$ cat src/rtl/network_sequencer.sv
// Control FSM for the 4-input/4-neuron layer datapath: loads samples, sequences layers, flags results.
// Optional feature: define NETSEQ_FRAME_CNT_EN to add the saturating frame_count output.
module network_sequencer #(
  parameter int unsigned NUM_LAYERS     = 3,
  parameter int unsigned COMPUTE_CYCLES = 4,
  parameter int unsigned LAYER_W        = 2,
  parameter int unsigned CNT_W          = 3
) (
  input  logic               clk,
  input  logic               rstn,
  input  logic               in_valid,
  output logic               in_ready,
  output logic [1:0]         selector,
  output logic               neuron_en,
  output logic [LAYER_W-1:0] layer_idx,
  output logic               out_valid,
  output logic               busy
`ifdef NETSEQ_FRAME_CNT_EN
  ,
  output logic [15:0]        frame_count
`endif
);

  typedef enum logic [1:0] {IDLE, LOAD, COMPUTE, WRITEBACK} state_t;

  localparam logic [1:0]         SEL_SHIFT  = 2'b00;
  localparam logic [1:0]         SEL_HOLD   = 2'b01;
  localparam logic [1:0]         SEL_LOAD   = 2'b10;
  localparam logic [CNT_W-1:0]   COMP_LAST  = CNT_W'(COMPUTE_CYCLES - 1);
  localparam logic [LAYER_W-1:0] LAYER_LAST = LAYER_W'(NUM_LAYERS - 1);

  state_t             state_q, state_d;
  logic [1:0]         load_cnt_q, load_cnt_d;
  logic [CNT_W-1:0]   comp_cnt_q, comp_cnt_d;
  logic [LAYER_W-1:0] layer_q, layer_d;
  logic               pending_q, pending_d;
  logic               accept;
  logic               frame_done;

  // State and counter registers
  always_ff @(posedge clk or negedge rstn) begin
    if (!rstn) begin
      state_q    <= IDLE;
      load_cnt_q <= 2'd0;
      comp_cnt_q <= '0;
      layer_q    <= '0;
      pending_q  <= 1'b0;
      out_valid  <= 1'b0;
    end else begin
      state_q    <= state_d;
      load_cnt_q <= load_cnt_d;
      comp_cnt_q <= comp_cnt_d;
      layer_q    <= layer_d;
      pending_q  <= pending_d;
      // Each accept during a pending frame shifts one previous result onto network_outputs
      out_valid  <= accept && pending_q;
    end
  end

  // Next-state and output decode
  always_comb begin
    state_d    = state_q;
    load_cnt_d = load_cnt_q;
    comp_cnt_d = comp_cnt_q;
    layer_d    = layer_q;
    pending_d  = pending_q;
    in_ready   = 1'b0;
    selector   = SEL_HOLD;
    neuron_en  = 1'b0;
    busy       = 1'b0;
    accept     = 1'b0;
    frame_done = 1'b0;
    case (state_q)
      IDLE: state_d = LOAD;
      LOAD: begin
        in_ready = 1'b1;
        if (in_valid) begin
          accept   = 1'b1;
          selector = SEL_SHIFT;
          if (load_cnt_q == 2'd3) begin
            load_cnt_d = 2'd0;
            pending_d  = 1'b0;
            state_d    = COMPUTE;
          end else begin
            load_cnt_d = load_cnt_q + 2'd1;
          end
        end
      end
      COMPUTE: begin
        neuron_en = 1'b1;
        busy      = 1'b1;
        if (comp_cnt_q == COMP_LAST) begin
          comp_cnt_d = '0;
          state_d    = WRITEBACK;
        end else begin
          comp_cnt_d = comp_cnt_q + CNT_W'(1);
        end
      end
      WRITEBACK: begin
        selector = SEL_LOAD;
        busy     = 1'b1;
        if (layer_q != LAYER_LAST) begin
          layer_d = layer_q + LAYER_W'(1);
          state_d = COMPUTE;
        end else begin
          layer_d    = '0;
          pending_d  = 1'b1;
          frame_done = 1'b1;
          state_d    = LOAD;
        end
      end
      default: state_d = IDLE;
    endcase
  end

  assign layer_idx = layer_q;

`ifdef NETSEQ_FRAME_CNT_EN
  // Saturating count of completed frames
  always_ff @(posedge clk or negedge rstn) begin
    if (!rstn) begin
      frame_count <= 16'd0;
    end else if (frame_done && (frame_count != 16'hFFFF)) begin
      frame_count <= frame_count + 16'd1;
    end
  end
`else
  logic unused_frame_done;
  assign unused_frame_done = frame_done;
`endif

endmodule
$ cat config.mk
export PLATFORM = sky130hd
export DESIGN_NAME = network_sequencer
export DESIGN_NICKNAME = d
export VERILOG_FILES = /design/src/rtl/network_sequencer.sv
export SDC_FILE = /design/constraint.sdc
export NUM_CORES = 1
export LEC_CHECK = 0
export ABC_AREA = 1
export CAP_MARGIN = 40
export CORE_AREA = 2 2 39 41
export DETAILED_ROUTE_END_ITERATION = 8
export DIE_AREA = 0 0 41 43
export PLACE_DENSITY = 0.71
export RECOVER_POWER = 100
export SLEW_MARGIN = 20
export SYNTH_ARGS = -nofsm -noshare
export SYNTH_HDL_FRONTEND = slang
export SYNTH_SLANG_ARGS = --single-unit
export TNS_END_PERCENT = 5
$ cat constraint.sdc
create_clock -name clk -period 1.2 [get_ports clk]
set_input_delay 0.24 -clock clk [delete_from_list [all_inputs] [get_ports clk]]
set_output_delay 0.24 -clock clk [all_outputs]
set_load 0.005 [all_outputs]
After elaboration in Yosys (flattened, before gate mapping)
Index checks and enable logic that the tools add are counted.
{"block": "totals", "word_cells": 45, "reg_bits": 11, "output_inout_bits": 8, "inputBits": 3}
{"block": "op_classes", "n_eq_ne": 10, "muxes": 19, "reduce_logical": 7, "n_addsub": 3}
{"op": "$mux 2", "n": 6}
{"op": "$ne 2x2->1 const B", "n": 5}
{"op": "$mux 1", "n": 9}
{"op": "$pmux 2 s4", "n": 1}
{"op": "$eq 2x2->1 const B", "n": 3}
{"op": "$add 2x1->2 const B", "n": 2}
{"op": "$pmux 2 s2", "n": 1}
{"op": "$reduce_and 4->1", "n": 1}
{"op": "$add 3x1->3 const B", "n": 1}
{"op": "$eq 3x2->1 const B", "n": 1}
{"op": "$mux 3", "n": 1}
{"op": "$reduce_and 3->1", "n": 1}
{"op": "$eq 2x1->1 const B", "n": 1}
{"op": "$logic_not 2->1", "n": 1}
{"op": "$pmux 1 s2", "n": 1}
{"op": "$reduce_and 2->1", "n": 1}
{"op": "$reduce_bool 2->1", "n": 1}
{"op": "$reduce_or 2->1", "n": 1}
{"op": "$logic_and 1x1->1", "n": 1}

Longest topological paths before layout
Gate-level depths: netlist of the first run.
{"block": "depth", "word_depth": 4, "ltp_mapped": 6, "ltp_nobuf": 6}

Worst setup path before layout of the first run
Ideal clock, no wire load.
{"block": "synth_timing", "path_type": "register to register", "from": "reg load_cnt_q[0]", "to": "reg load_cnt_q[0]", "setup_ps": 74, "arrival_ps": 974, "setup_slack_ps": 152, "period_less_slack_ps": 1048, "n_path_buf": 0, "stages_incl_launch_ff": 4, "cell_sequence": "dfrtp_1 > ha_1 > or2_2 > o21ai_2"}
{"block": "synth_between", "elab_chain_cells": 2, "elab_cells_between_ends": 3, "classes_between": "add/sub (1); eq/ne (1); mux (1)"}
{"element": "start: declaration", "line_no": "33", "rtl": "logic [1:0] load_cnt_q, load_cnt_d;"}
{"element": "start signal: assignment", "line_no": "51", "rtl": "load_cnt_q <= load_cnt_d;"}
{"element": "$add 2x1->2 or $eq 2x2->1 (tied branches)", "line_no": "85, 80"}
{"element": "$mux 2 *", "line_no": "80", "rtl": "if (load_cnt_q == 2'd3) begin"}
Mark *: on every way between the ends. The rest lies on a longest branch, timed or not.
A chain may end at the register's enable or synchronous reset.

Worst setup path in the final report of the first run
{"block": "layout_timing", "from": "reg state_q[1]", "to": "out in_ready"}
{"block": "layout_between", "elab_chain_cells": 2}
{"element": "start: declaration", "line_no": "32", "rtl": "state_t state_q, state_d;"}
{"element": "start signal: assignment", "line_no": "50", "rtl": "state_q <= state_d;"}
{"element": "$eq 2x1->1", "line_no": "73", "rtl": "case (state_q)"}
{"element": "$mux 1", "line_no": "73"}
{"element": "end: declaration", "line_no": "12", "rtl": "output logic in_ready,"}
Every way passes these cells.

==> impl_results.md, run 1 <==
- Synth cell types: 16
- Leak Pwr: 0.000446 µW
- WL final: 1180 µm
- CTS max path bufs: 2
- Async S/R FF share, synth: 100%
- Post-route insts no fill: 105
- Crit path max fanout: 3
- Most frequent cells after synthesis: nand2_1 (18), dfrtp_1 (11), inv_1 (7)
- Largest net degree at the start of global routing: 12
- Hold Slack: 0.473 ns
- Final design utilization: 58.0%
- Fin. max-slew vios: 0
- H-tree levels: 1
- Max-cap viol count: 0
- Setup crit start kind: flop
- Max incr delay on CP: 0.41 ns
- CORE AREA: 1380 µm²
- Clk_skew: 0.00559 ns
- Combinational power share: 59.2%
- Synth Flop Type: dfrtp_1
- Clk slew on worst S/H paths: 0.08 ns
- Final setup TNS: -0.432 ns
- Power Dens Cells: 2760 nW/µm²
- Clock power frac: 11.6%
- DR vias/cell: 4.48
- Clk sinks: 11
- GP Congestion: 0.786
- Antenna diodes: 0
- Number of CTS-inserted buffers: 3
- CP top delay family: flip-flops
- Hold Vio Cnt, Final: 0
- Pint: 1360 µW
- Vias: 470
- DIE AREA: 1760 µm²
- Vias in the first global route: 446
- YS warnings: 0
- Crit path arrival time: 1.07 ns
- Ports: 11
- Synthesized cell area: 526 µm²
- Chip width: 41 µm
- DRT iter0 DRCs: 6
- DRT antenna net count: 0
- Final worst slack: -0.105 ns
- Critical Path RT: 0.96 ns
- Top cell type's share of synthesized area: 52.4%
- Mapped Cells: 61
- DRT Pass-1 Iters: 4
- TritonCTS clock tree: yes
- Worst slew margin: 61.1%
- Syn Area/Cell: 8.61 µm²
- Seq/Total Area, Yosys: 52.4%
- Initial antenna violation count: 0
- Bufs and invs on worst path: 4
- Most frequent cell after synthesis: nand2_1
- Skew-Pair Late Insertion Delay: 0.27 ns
- Wire per inst: 11.2 µm
- Failing checks: setup timing
- NetSw: 860 µW
- Cell count after placement: 93
- EDFF count, synth: 0
- Leading area contributor after synthesis: dfrtp_1
- RSZ-0062 raised after global routing: yes
- Fmax: 766 MHz
- Total gr overflow: 0
- Crit path top cell by count: buf_6
- Critical path capture point type: output port
- Status: finished, violations left
- VDD IR max: 1.42 mV
- Slowest cell on crit path: dfrtp_1
- Part of the power in registers: 29.2%
- Setup violators final: 6
- Nets: 95
- Tcrit/Tclk final: 109%
- Hpwl dp: 707 µm
- Critical setup path kind: flop to output port
- HP Class: input pin to asynchronous set/reset pin
- Worst-margin pin slew: 0.584 ns
- Root buf cell: clkbuf_4
- Share of layout cells above drive strength 1: 38.2%
- Initial Util: 38.0%
- Row cnt: 14
- Worst path cell trace: buf_6 -> inv_6 -> nand2_4 -> inv_4 -> buf_6
- Clock period minus final worst setup slack: 1.31 ns
- Pre-CTS WS: -0.387 ns
- Port Buffer Count: 10
- Syn_nets: 66
- Area grow syn2layout: 52.9%
- Gr usage total: 17.1%
- Top cells by area, synth: dfrtp_1 (52%), nand2_1 (13%), nand3_1 (5.7%)
- Residual DRC: 0
- First-pass GRT wire length: 1930 µm
- Die Ht: 43 µm
- Switching share of power: 38.7%
- Flop and latch count out of synthesis: 11
## state kept, by name, indices dropped and copies added (netlist names)
signal and cells:
comp_cnt_q 3, layer_idx 2, load_cnt_q 2, out_valid 1
pending_q 1, state_q 2
## power by group through the flow
| stage | clock network, µW | logic [µW] | registers (µW) |
|---|---|---|---|
| floorplan | 0 | 527 | 647 |
| finish | 257 | 1320 | 648 |
| detailed placement | 0 | 989 | 666 |
| CTS | 264 | 1250 | 632 |
| global placement | 0 | 973 | 662 |
| global route | 279 | 1460 | 669 |
## path summary, 6_finish.rpt
kind	startpoint	to	slack [ns]	depth (start not counted)
hold / removal	rstn	comp_cnt_q[2]	0.47	2
max in group asynchronous	rstn	state_q[0]	0.32	2
hold reg to reg	comp_cnt_q[2]	comp_cnt_q[2]	0.47	2
min in group clk	comp_cnt_q[2]	comp_cnt_q[2]	0.47	2
setup reg to reg	state_q[1]	pending_q	-0.04	7
setup / recovery	state_q[1]	in_ready	-0.11	5
## metal layers
| layer | part of all wire (%) | track usage (%) |
|---|---|---|
| met5 | 0 | 0 |
| met4 | 0.51 | 10.0 |
| met3 | 4.2 | 4.71 |
| met2 | 53 | 26.6 |
| met1 | 42 | 19.8 |
## cells in the final DEF (no fill, tap or decap)
master	n
or2_2	1
nor2_4	1
dlygate4sd3_1	1
inv_6	1
ha_1	2
o21ai_1	1
clkbuf_2	1
inv_4	1
buf_2	2
o21ai_0	3
buf_4	9
inv_1	7
buf_6	7
inv_2	1
clkdlybuf4s50_1	1
dfrtp_1	10
dfrtp_2	1
dlygate4sd2_1	3
nor2_1	1
nand3_1	6
clkbuf_1	3
clkbuf_4	3
nand2_4	3
nand2_1	17
o21ai_2	3
## repair_timing
| item | 4_1_cts | 5_1_grt |
|---|---|---|
| endpoints found under the setup margin | 8 | 8 |
| gates cloned | 0 | 0 |
| hold buffers | 0 | 0 |
| resized for setup | 33 | 8 |
| setup buffers | 8 | 0 |
| pin swaps | 2 | 3 |
## worst reg2reg max path, cell delays in order, from the launching register on
cell	delay [ns]
dfrtp_1	0.41
buf_6	0.14
inv_6	0.06
nand2_4	0.05
buf_4	0.12
buf_4	0.14
o21ai_2	0.12
o21ai_1	0.08
## cells by family (layout without fill, tap and decap cells)
logic type / count (synthesis) / count (layout) / share of synthesized area, %
buffers and inverters: 12 / 40 / 9.52
DFF: 11 / 11 / 52.4
adders and majority gates: 2 / 2 / 4.76
AOI/OAI and AO/OA: 7 / 7 / 7.38
and+or+nand+nor: 29 / 29 / 26.0
## cell type report
cell class | count | area [µm²]
fillers | 133 | 581
flip-flops and latches | 11 | 277
multi-input cells | 38 | 220
repair buffers | 26 | 215
inverters | 10 | 45.0
clock buffers | 4 | 26.3
well taps | 16 | 20.0
## per-stage QoR
| stage | instance area (µm²) | power [µW] |
|---|---|---|
| final | 803 | 2220 |
| after CTS | 796 | 2150 |
| after detailed placement | 694 | 1650 |
| after global placement | 694 | 1640 |
| after floorplan | 526 | 1170 |
| after global routing | 803 | 2410 |
No activity file was read; power rests on OpenSTA's default activity.
==> run 2, diff against run 1 <==
--- a/config.mk
+++ b/config.mk
@@ -8,6 +8,7 @@
 export ABC_AREA = 1
 export CAP_MARGIN = 40
 export CORE_AREA = 2 2 39 41
+export CTS_BUF_LIST = sky130_fd_sc_hd__clkbuf_8
 export DETAILED_ROUTE_END_ITERATION = 8
 export DIE_AREA = 0 0 41 43
 export PLACE_DENSITY = 0.71
==> constraint.sdc (replaced) <==
create_clock -name clk -period 1.2 [get_ports clk]
set_input_delay 0.24 -clock clk [delete_from_list [all_inputs] [get_ports clk]]
set_output_delay 0.24 -clock clk [all_outputs]
set_load 0.01 [all_outputs]
==> run 2 against run 1 <==
Effect of this change:
- clock power grew 40%
- setup slack improved by 0.030 ns
- flip-flop and latch count is the same
- via count decreased by 4.7%
- maximum frequency up 2.3%
- the flow still finishes with violations (setup timing)
==> impl_results.md, run 2 (synthesized netlist as in run 1, its figures left out) <==
- Worst slew margin: 61.5% (+0.42 points)
- Ports: 11 (unchanged)
- Antenna diodes: 0 (unchanged)
- Critical Path RT: 0.96 ns (about the same)
- Gr usage total: 16.4% (-0.68 points)
- Power Dens Cells: 2850 nW/µm² (+3.1%)
- Fmax: 784 MHz (+2.3%)
- Final setup TNS: -0.184 ns (+0.248 ns)
- CORE AREA: 1380 µm² (unchanged)
- H-tree levels: 1 (unchanged)
- Failing checks: setup timing
- DRT iter0 DRCs: 1 (-5)
- Initial antenna violation count: 0 (unchanged)
- Setup violators final: 3 (-3)
- TritonCTS clock tree: yes
- Final worst slack: -0.0753 ns (+0.0299 ns)
- Reg with most FFs: comp_cnt_q
- Critical path capture point type: output port
- Post-route insts no fill: 100 (-4.8%)
- Crit path arrival time: 1.04 ns (-0.03 ns)
- Number of CTS-inserted buffers: 3 (unchanged)
- GP Congestion: 0.786 (unchanged)
- Initial Util: 38.0% (unchanged)
- Hold Vio Cnt, Final: 0 (unchanged)
- Skew-Pair Late Insertion Delay: 0.24 ns (-0.03 ns)
- Row cnt: 14 (unchanged)
- First-pass GRT wire length: 1890 µm (-1.8%)
- Crit path max fanout: 3 (unchanged)
- Final design utilization: 55.8% (-2.3 points)
- Largest net degree at the start of global routing: 12 (unchanged)
- Max-cap viol count: 0 (unchanged)
- Nets: 90 (-5.3%)
- Clk_skew: 0.00312 ns (-0.00247 ns)
- VDD IR max: 1.20 mV (-15%)
- Cell Area, Placed: 694 µm² (unchanged)
- Most common library cell in the layout ignoring fill and taps: nand2_1
- Critical setup path kind: flop to output port
- Wire per inst: 10.7 µm (-4.7%)
- Hold buffer count at CTS: 0 (unchanged)
- RSZ-0062 raised after global routing: yes
- HP Class: flop to flop
- Area grow syn2layout: 46.9%
- Layout fillers: 131 (-1.5%)
- Status: finished, violations left
- Fin. max-slew vios: 0 (unchanged)
- Clock period minus final worst setup slack: 1.28 ns (-0.0299 ns)
- Root buf cell: clkbuf_8
- Hold Slack: 0.478 ns (+0.00484 ns)
- Hpwl dp: 771 µm (+9.0%)
- CTS max path bufs: 2 (unchanged)
- Clk slew on worst S/H paths: 0.05 ns (-0.03 ns)
- Commonest cells after routing, fill and taps aside: nand2_1 (17), dfrtp_1 (10), inv_1 (8), buf_4 (7), nand3_1 (6)
- Cell count after placement: 93 (unchanged)
- Vias: 448 (-4.7%)
- Total gr overflow: 0 (unchanged)
- Die Ht: 43 µm (unchanged)
- Max reg flops: 3 (unchanged)
- Vias in the first global route: 478 (+7.2%)
- DR vias/cell: 4.48 (about the same)
- DIE AREA: 1760 µm² (unchanged)
- Worst-margin pin slew: 0.577 ns (-0.00631 ns)
- Final instance area: 772 µm² (-3.9%)
- WL final: 1070 µm (-9.2%)
- Tcrit/Tclk final: 106% (-2.5 points)
- Residual DRC: 0 (unchanged)
- Leak Pwr: 0.000428 µW (-3.9%)
- DRT Pass-1 Iters: 2 (-2)
- Share of layout cells above drive strength 1: 34.5% (-3.7 points)
- DRT antenna net count: 0 (unchanged)
- Port Buffer Count: 10 (unchanged)
- Setup crit start kind: flop
- Chip width: 41 µm (unchanged)
- Clk sinks: 11 (unchanged)
[run 2: cell count changes in the layout (fill, tap and decap cells not counted), sizes merged]
cell and change:
inv +1, clkbuf -2, buf -4
[run 2: area by class of cell]
| cell class | instances | area [µm²] | area share (%) |
|---|---|---|---|
| clock buffer | 3 | 41.3 | 5.35 |
| clock inverter | 1 | 3.75 | 0.486 |
| inverter | 10 | 45.0 | 5.83 |
| multi-input combinational | 38 | 211 | 27.4 |
| sequential | 11 | 277 | 35.8 |
| tap | 16 | 20.0 | 2.59 |
| timing repair buffer | 21 | 174 | 22.5 |
[run 2: where the power goes]
| part | switching [µW] | internal, µW |
|---|---|---|
| Clock | 136 | 224 |
| Combinational | 592 | 594 |
| Sequential | 122 | 535 |
| Total | 849 | 1350 |
[run 2: final timing paths]
check                              startpoint             to  slack [ns]  cells after the start
worst max-delay path               state_q[1]       in_ready       -0.08                      5
worst min-delay path            comp_cnt_q[2]  comp_cnt_q[2]        0.48                      2
worst max register to register     state_q[1]      pending_q        0.06                      6
worst min register to register  comp_cnt_q[2]  comp_cnt_q[2]        0.48                      2
max in group asynchronous                rstn     state_q[0]        0.28                      2
min in group asynchronous                rstn  comp_cnt_q[2]        0.51                      2
[run 2: worst max-delay path: stages, from the launching register on]
cell and delay, ns:
dfrtp_1 0.41, buf_6 0.14, inv_6 0.06, nand2_4 0.05
inv_4 0.05, buf_6 0.09
[run 2: metal layers]
layer / GRT usage (%) / vias up / routed length (µm)
met4: 10.0 / 0 / 17
met5: 0 / - / 0
met2: 23.1 / 7 / 518
li1: - / 236 / -
met1: 21.2 / 203 / 492
met3: 4.71 / 2 / 42
[run 2: per-stage QoR]
stage                     worst slack (ns)  power, µW
final                              -0.0753       2200
after floorplan                      0.152       1220
after global routing                -0.106       2400
after detailed placement            -0.408       1720
after CTS                           -0.114       2120
after global placement              -0.432       1690
[run 2: timing repair]
action                     in CTS  in global routing
setup endpoints to repair       8                  5
gates resized for setup        25                 11
pin swaps                       1                  2
setup buffers                   3                  0
hold endpoints to repair        0                  0
==> run 3, diff against run 2 <==
--- a/config.mk
+++ b/config.mk
@@ -8,9 +8,10 @@
 export ABC_AREA = 1
 export CAP_MARGIN = 40
 export CORE_AREA = 2 2 39 41
-export CTS_BUF_LIST = sky130_fd_sc_hd__clkbuf_8
+export CTS_BUF_LIST = sky130_fd_sc_hd__clkbuf_4 sky130_fd_sc_hd__clkbuf_8
 export DETAILED_ROUTE_END_ITERATION = 8
 export DIE_AREA = 0 0 41 43
+export GPL_ROUTABILITY_DRIVEN = 0
 export PLACE_DENSITY = 0.71
 export RECOVER_POWER = 100
 export SLEW_MARGIN = 20
==> run 3 against run 2 <==
Effect of this change:
- the run still ends with setup timing left
- non-clock buffer count rose by 1
- die area stayed put
- clock skew is 0.00069 ns higher
- sequential power shrank 1%
- first-iteration DRC count rose to 9.0 times the previous value
- sequential share of layout area increased by 1.0 points
- hold slack worse by 0.0013 ns
- critical path type unchanged
- largest cell class unchanged
==> impl_results.md, run 3 (synthesized netlist as in run 1, its figures left out) <==
- Critical Path RT: 0.96 ns (about the same)
- Hold Slack: 0.476 ns (-0.00131 ns)
- Ports: 11 (unchanged)
- Wire per inst: 10.8 µm (+1.3%)
- Fin. max-slew vios: 0 (unchanged)
- Max reg flops: 3 (unchanged)
- DR vias/cell: 4.50 (+0.56%)
- Vias: 455 (+1.6%)
- Number of CTS-inserted buffers: 3 (unchanged)
- Most common library cell in the layout ignoring fill and taps: nand2_1
- Root buf cell: clkbuf_4
- Hpwl dp: 771 µm (unchanged)
- DRT antenna net count: 0 (unchanged)
- Final setup TNS: -0.453 ns (-0.269 ns)
- First-pass GRT wire length: 1910 µm (+1.1%)
- Crit path max fanout: 2 (-1)
- Critical path capture point type: output port
- HP Class: input pin to asynchronous set/reset pin
- Residual DRC: 0 (unchanged)
- Setup violators final: 5 (+2)
- Worst slew margin: 60.9% (-0.63 points)
- Row cnt: 14 (unchanged)
- Tcrit/Tclk final: 108% (+2.1 points)
- Die Ht: 43 µm (unchanged)
- DRT iter0 DRCs: 9 (+8)
- Total gr overflow: 0 (unchanged)
- Max-cap viol count: 0 (unchanged)
- Initial antenna violation count: 0 (unchanged)
- Share of layout cells above drive strength 1: 31.8% (-2.8 points)
- Post-route insts no fill: 101 (+1.0%)
- Layout fillers: 135 (+3.1%)
- Status: finished, violations left
- GRT busiest layer: met2
- CP top delay family: flip-flops
- Setup crit start kind: flop
- Power Dens Cells: 2820 nW/µm² (-1.2%)
- Clk_skew: 0.00381 ns (+0.000692 ns)
- Final worst slack: -0.100 ns (-0.0247 ns)
- TritonCTS clock tree: yes
- DIE AREA: 1760 µm² (unchanged)
- Critical setup path kind: flop to output port
- CTS max path bufs: 2 (unchanged)
- Clk slew on worst S/H paths: 0.07 ns (+0.02 ns)
- Hold buffer count at CTS: 0 (unchanged)
- RSZ-0062 raised after global routing: yes
- Leak Pwr: 0.000406 µW (-5.3%)
- Gr usage total: 16.6% (+0.19 points)
- Worst-margin pin slew: 0.587 ns (+0.00942 ns)
- VDD IR max: 1.20 mV (-0.20%)
- Skew-Pair Late Insertion Delay: 0.27 ns (+0.03 ns)
- Cell Area, Placed: 694 µm² (unchanged)
- DRT Pass-1 Iters: 4 (+2)
- Global routing usage on met3: 3.14% (-1.6 points)
- WL final: 1100 µm (+2.3%)
- Storage cell area: 277 µm² (unchanged)
- Clk sinks: 11 (unchanged)
- Reg with most FFs: comp_cnt_q
- Met2 usage in global routing: 23.1% (unchanged)
- Cell count after placement: 93 (unchanged)
- Commonest cells after routing, fill and taps aside: nand2_1 (18), dfrtp_1 (10), inv_1 (7), buf_4 (7), nand3_1 (6)
- Vias in the first global route: 469 (-1.9%)
- Initial Util: 38.0% (unchanged)
- Area grow syn2layout: 42.9%
- Clock period minus final worst setup slack: 1.30 ns (+0.0247 ns)
- H-tree levels: 1 (unchanged)
- Antenna diodes: 0 (unchanged)
- Max incr delay on CP: 0.40 ns (about the same)
- Bufs and invs on worst path: 2 (-2)
- Hold Vio Cnt, Final: 0 (unchanged)
- Chip width: 41 µm (unchanged)
- Failing checks: setup timing
- Final instance area: 751 µm² (-2.8%)
- Worst path cell trace: buf_6 -> o21ai_1 -> buf_2
- Port Buffer Count: 10 (unchanged)
- Largest net degree at the start of global routing: 12 (unchanged)
- Nets: 91 (+1.1%)
- Multi-input logic area: 200 µm² (-5.3%)
- Fmax: 769 MHz (-1.9%)
- Crit path arrival time: 1.06 ns (+0.02 ns)
- Slowest cell on crit path: dfrtp_1
- GR Layer Usage met1: 22.8% (+1.6 points)
- CORE AREA: 1380 µm² (unchanged)
run 3: cell types whose count changed in the layout (fill, tap and decap cells not counted), moves of 2 or more:
cell | previous run | this run
clkdlybuf4s15_1 | 0 | 2
clkbuf_4 | 0 | 4
clkbuf_8 | 3 | 0
dlygate4sd2_1 | 3 | 1
clkbuf_1 | 1 | 3
o21ai_1 | 1 | 3
run 3: per-layer routing:
| layer | vias up | part of all wire [%] | routed length [µm] |
|---|---|---|---|
| li1 | 235 | - | - |
| met1 | 209 | 44 | 481 |
| met2 | 9 | 50 | 547 |
| met3 | 2 | 4.3 | 47 |
| met4 | 0 | 1.6 | 18 |
| met5 | - | 0 | 0 |
run 3: path summary, 6_finish.rpt:
check / startpoint / to / slack, ns / depth (start not counted)
worst max-delay path: state_q[1] / selector[0] / -0.10 / 3
worst min-delay path: rstn / comp_cnt_q[2] / 0.48 / 2
worst max register to register: state_q[1] / load_cnt_q[0] / 0.06 / 8
worst min register to register: comp_cnt_q[2] / comp_cnt_q[2] / 0.48 / 2
max in group asynchronous: rstn / state_q[0] / 0.31 / 2
min in group clk: comp_cnt_q[2] / comp_cnt_q[2] / 0.48 / 2
run 3: cell type report:
| type | count | share of cell area (%) |
|---|---|---|
| Timing Repair Buffer | 22 | 23.8 |
| Inverter | 10 | 6.00 |
| Tap cell | 16 | 2.67 |
| Sequential cell | 11 | 36.8 |
| Multi-Input combinational cell | 38 | 26.7 |
| Clock buffer | 4 | 4.00 |
run 3: metrics by stage:
stage	total power, µW	setup slack [ns]	util (%)
2_1_floorplan	1220	0.152	-
3_3_place_gp	1690	-0.432	50.2
3_5_place_dp	1720	-0.408	50.2
4_1_cts	2130	-0.105	55.2
5_1_grt	2290	-0.132	54.2
6_report	2120	-0.100	54.2
run 3: worst reg2reg max path, stage by stage, from the launching register on:
cell	delay [ns]
dfrtp_1	0.40
buf_6	0.13
inv_4	0.07
nand2_4	0.06
clkinv_4	0.04
buf_4	0.10
nand2_1	0.10
nand2_1	0.09
o21ai_2	0.05
run 3: timing repair:
item | 4_1_cts | 5_1_grt
gates resized for setup | 34 | 4
pin swaps | 1 | 1
setup buffers | 4 | 0
setup endpoints to repair | 8 | 9
run 3: report_power, final:
group / internal, µW / leakage (µW) / switching (µW)
clock network: 151 / 0.0000184 / 126
registers: 533 / 0.000135 / 115
logic: 593 / 0.000252 / 597
==> RTL change 1: new RTL, settings of run 1 <==
Re-encode `state_t` (4 states) as one-hot, 4 bits wide.
--- a/src/rtl/network_sequencer.sv
+++ b/src/rtl/network_sequencer.sv
@@ -23,3 +23,3 @@
 
-  typedef enum logic [1:0] {IDLE, LOAD, COMPUTE, WRITEBACK} state_t;
+  typedef enum logic [3:0] {IDLE = 4'b0001, LOAD = 4'b0010, COMPUTE = 4'b0100, WRITEBACK = 4'b1000} state_t;
 
Formal check against the unedited RTL: no difference found for any inputs over 10 cycles, from zero or initial values and one cycle with rstn low; not proved beyond that.
==> RTL change 1 against run 1 <==
- the flow still finishes with violations (setup timing)
- power is 7.2% lower
- cell area rose by 27%
- wire length up 27%
- area after synthesis increased by 23%
- worst setup slack worse by 240 ps
- count of clock-buffer cells in the layout unchanged
- sequential cell count grew 2
- maximum frequency fell by 15%
==> RTL change 1: results (changes against run 1) <==
| Metric | Value |
|---|---|
| Setup Viol. Count Final | 11 (+5) |
| Top post-synthesis cells by area | dfrtp_1 (47%), nand2_1 (12%), nand3_1 (5.4%) |
| R2R Path Start | state_q[0] |
| Final setup margin | -342 ps (-237 ps) |
| Leakage | 0.544 nW (+22%) |
| Largest net degree at the start of global routing | 8 (-4) |
| Non-clk buf share | 0.272 (+0.00392) |
| Outcome | finished, violations left |
| Syn_nets | 79 (+20%) |
| Bufs w/o clock | 36 (+38%) |
| Iter 0 DRT Violations | 11 (+5) |
| Layout cells sized above 1 | 0.496 (+0.114) |
| Multi-In Gates | 50 (+32%) |
| Synth cell types | 18 (+2) |
| Failing checks | setup timing |
| WL per Instance | 11.6 µm (+3.4%) |
| IR drop worst, VDD | 1.34 mV (-5.6%) |
| Compound-cell area share of the yosys netlist | 0.0602 (-0.0136) |
| Seq/Total Area, Yosys | 0.507 (-0.0170) |
| Number of global-route vias before repair | 567 (+27%) |
| Crit. Startpoint | state_q[2] |
| NumNets Final | 119 (+25%) |
| Worst Skew | 4.59 ps (-1.00 ps) |
| Top cells by count, synth | nand2_1 (20), dfrtp_1 (12), inv_1 (8) |
| FF-to-FF setup slack | -150 ps (-110 ps) |
| Vias per inst | 4.78 (+6.7%) |
| Critical Path AT | 1300 ps (+230 ps) |
| Area of the multi-input gates | 329 µm² (+49%) |
RTL change 1: what timing repair did:
item / CTS / global route
endpoints found under the hold margin: 0 / 0
setup buffers: 11 / 3
gates resized for setup: 32 / 17
pin swaps: 7 / 5
setup endpoints to repair: 8 / 18
RTL change 1: worst min-delay path by stage:
stage                     startpoint       endpoint  slack, ps  depth (start not counted)
after CTS                       rstn      out_valid        280                          2
after floorplan                 rstn  comp_cnt_q[0]        -60                          0
after global placement     pending_q      pending_q        460                          2
final                           rstn      out_valid        410                          2
after detailed placement   pending_q      pending_q        460                          2
after global routing            rstn      out_valid        480                          2
RTL change 1: cells by family after synthesis:
| family | after synthesis |
|---|---|
| adders and majority gates | 2 |
| and+or+nand+nor | 41 |
| buffers and inverters | 11 |
| DFF | 13 |
| AOI/OAI and AO/OA | 7 |
RTL change 1: routing by layer:
| layer | up-vias | track usage | share of wire |
|---|---|---|---|
| li1 | 314 | - | - |
| met1 | 290 | 0.262 | 0.44 |
| met2 | 8 | 0.325 | 0.51 |
| met3 | 4 | 0.0471 | 0.025 |
| met4 | 0 | 0.100 | 0.021 |
| met5 | - | 0 | 0 |
RTL change 1: power by group:
group	internal [mW]	switching [mW]
registers	0.595	0.131
logic	0.562	0.505
clock network	0.129	0.139
RTL change 1: per-stage QoR:
step / util / setup WS (ps) / instance area [µm²] / cells
finish: 0.735 / -342 / 1020 / 129
global route: 0.735 / -382 / 1020 / 129
CTS: 0.696 / -328 / 963 / 126
detailed placement: 0.612 / -418 / 847 / 111
global placement: 0.612 / -394 / 847 / 111
floorplan: - / 82.0 / 644 / 74
RTL change 1: critical path, stage by stage (launching register included):
cell,delay (ps)
dfrtp_2,450
nor2_4,110
nand3_2,100
buf_6,130
nor2_4,90
nor2_2,30
buf_2,110
==> RTL change 2: new RTL, flow settings as in run 1 <==
Made on the original files. `CNT_W`: 3 -> 6.
--- a/src/rtl/network_sequencer.sv
+++ b/src/rtl/network_sequencer.sv
@@ -6,3 +6,3 @@
   parameter int unsigned LAYER_W        = 2,
-  parameter int unsigned CNT_W          = 3
+  parameter int unsigned CNT_W          = 6
 ) (
Check against the original RTL: same outputs for any inputs over 10 cycles, from zero or initial values and one cycle with rstn low; that may be too few to reach the edited logic, so the function may still have changed.
==> RTL change 2 against run 1 <==
- the run still ends with setup timing left
- count of clock-buffer cells in the layout decreased by 1
- power down 0.41%
- sequential cell count is 3 higher
- area after synthesis is 34% higher
- critical path type unchanged
- clock skew fell by 3.6 ps
- wire length is 12% higher
- worst setup slack better by 6.8 ps
- cell area is 21% higher
==> RTL change 2: results (changes against run 1) <==
| Metric | Value |
|---|---|
| Outcome | finished, violations left |
| Failing checks | setup timing |
| Inserted Clock Buffers | 3 (unchanged) |
| Top cells by count, synth | nand2_1 (25), dfrtp_1 (14), inv_1 (12) |
| Worst Skew | 2.02 ps (-3.57 ps) |
| # fillers | 103 (-23%) |
| Hold Crit Class | in2async |
| Drt total wl | 1.32 mm (+12%) |
| NumNets Final | 122 (+28%) |
| Seq/Total Area, Yosys | 0.498 (-0.0256) |
| Main synth FF type | dfrtp_1 |
| Clk Latency, worst-skew pair | 270 ps (about the same) |
| Most flops, register | comp_cnt_q |
| Worst-path fanout max | 3 (unchanged) |
| R2R Path Start | state_q[0] |
| Critical Path AT | between 1000 and 1500 ps |
| Detail Placement HPWL | 976 µm (+38%) |
| Worst slack, placed | -357 ps (+29.8 ps) |
| Root Buffer | clkbuf_4 |
| Crit. Startpoint | state_q[1] |
| Global-route wire length before repair | 2.17 mm (+13%) |
| Top post-synthesis cells by area | dfrtp_1 (50%), nand2_1 (13%), inv_1 (6.4%) |
| Leakage | 0.538 nW (+21%) |
| Syn_nets | 94 (+42%) |
| Iter 0 DRT Violations | 5 (-1) |
| Yosys Warn Count | 0 (unchanged) |
| Antenna violations before repair | 0 (unchanged) |
| IR drop worst, VDD | 1.11 mV (-22%) |
| Synth cell types | 18 (+2) |
| Gr usage total | 0.183 (+0.0122) |
| Asr flop ratio synth | 1.00 (unchanged) |
| Htree depth | 1 (unchanged) |
| Port Buffers | 10 (unchanged) |
| Number of global-route vias before repair | 578 (+30%) |
| Actual slew at the worst max-slew pin | 737 ps (+154 ps) |
| Pint | 1.34 mW (-1.4%) |
| Antenna diodes | 0 (unchanged) |
| GPL Wtd Cong | 0.668 (-15%) |
| Max reg flops | 6 (+3) |
| Setup Viol. Count Final | 5 (-1) |
| Vias after detailed routing | 627 (+33%) |
| Maximum buffer depth of the clock tree | 2 (unchanged) |
| Layout cells sized above 1 | 0.348 (-0.0342) |
| DRT Pass-1 Iters | 4 (unchanged) |
| Worst-path clk slew | 80 ps (about the same) |
| Largest net degree at the start of global routing | 15 (+3) |
| Final setup margin | -98.4 ps (+6.82 ps) |
| Cells on worst reg2reg path | 8 (+1) |
-- RTL change 2: final timing paths --
check / end / slack (ps)
setup / recovery: in_ready / -100
hold / removal: state_q[0] / 470
setup reg to reg: comp_cnt_q[5] / 40
hold reg to reg: load_cnt_q[1] / 490
max in group asynchronous: state_q[1] / 230
min in group clk: load_cnt_q[1] / 490
-- RTL change 2: power groups by stage --
stage / sequential (mW) / combinational [mW] / clock, mW
finish: 0.821 / 1.13 / 0.259
global route: 0.848 / 1.28 / 0.280
CTS: 0.815 / 1.06 / 0.263
detailed placement: 0.849 / 0.958 / 0
global placement: 0.840 / 0.932 / 0
floorplan: 0.812 / 0.607 / 0
-- RTL change 2: per-stage QoR --
stage                     area [µm²]  TNS, ps  instances
final                            975     -413        131
after floorplan                  703        0         89
after global placement           872     -950        121
after CTS                        937     -488        130
after global routing             975     -645        131
after detailed placement         872    -1030        121
-- RTL change 2: logic make-up (layout without fill, tap and decap cells) --
family          Yosys count  count (layout)  synth area share
simple gates             42              42             0.253
compound gates           12              12            0.0925
xor+xnor                  2               2            0.0249
fa+ha+maj                 2               2            0.0356
buf+inv                  17              43            0.0961
flops                    14              14             0.498
-- RTL change 2: routing by layer --
metal / part of all wire / vias to the layer above / track usage
li1: - / 329 / -
met1: 0.46 / 290 / 0.226
met2: 0.52 / 8 / 0.297
met3: 0.027 / 0 / 0.0314
met4: 0 / 0 / 0.0800
met5: 0 / - / 0
-- RTL change 2: area by class of cell --
class	count	area [µm²]	area share
Clock buffer	3	22.5	0.0231
Inverter	15	58.8	0.0603
Multi-Input combinational cell	58	318	0.326
Sequential cell	14	352	0.361
Tap cell	16	20.0	0.0205
Timing Repair Buffer	25	204	0.209
-- RTL change 2: repair_timing --
item,4_1_cts,5_1_grt
setup buffers,6,1
resized for setup,32,10
pin swaps,1,1
cloned,0,0
setup endpoints to repair,8,10
-- RTL change 2: critical path, cell delays in order (launching register included) --
cell and delay [ps]:
dfrtp_2 430, buf_6 130, inv_4 50, nand2_4 40, inv_2 50, buf_6 80
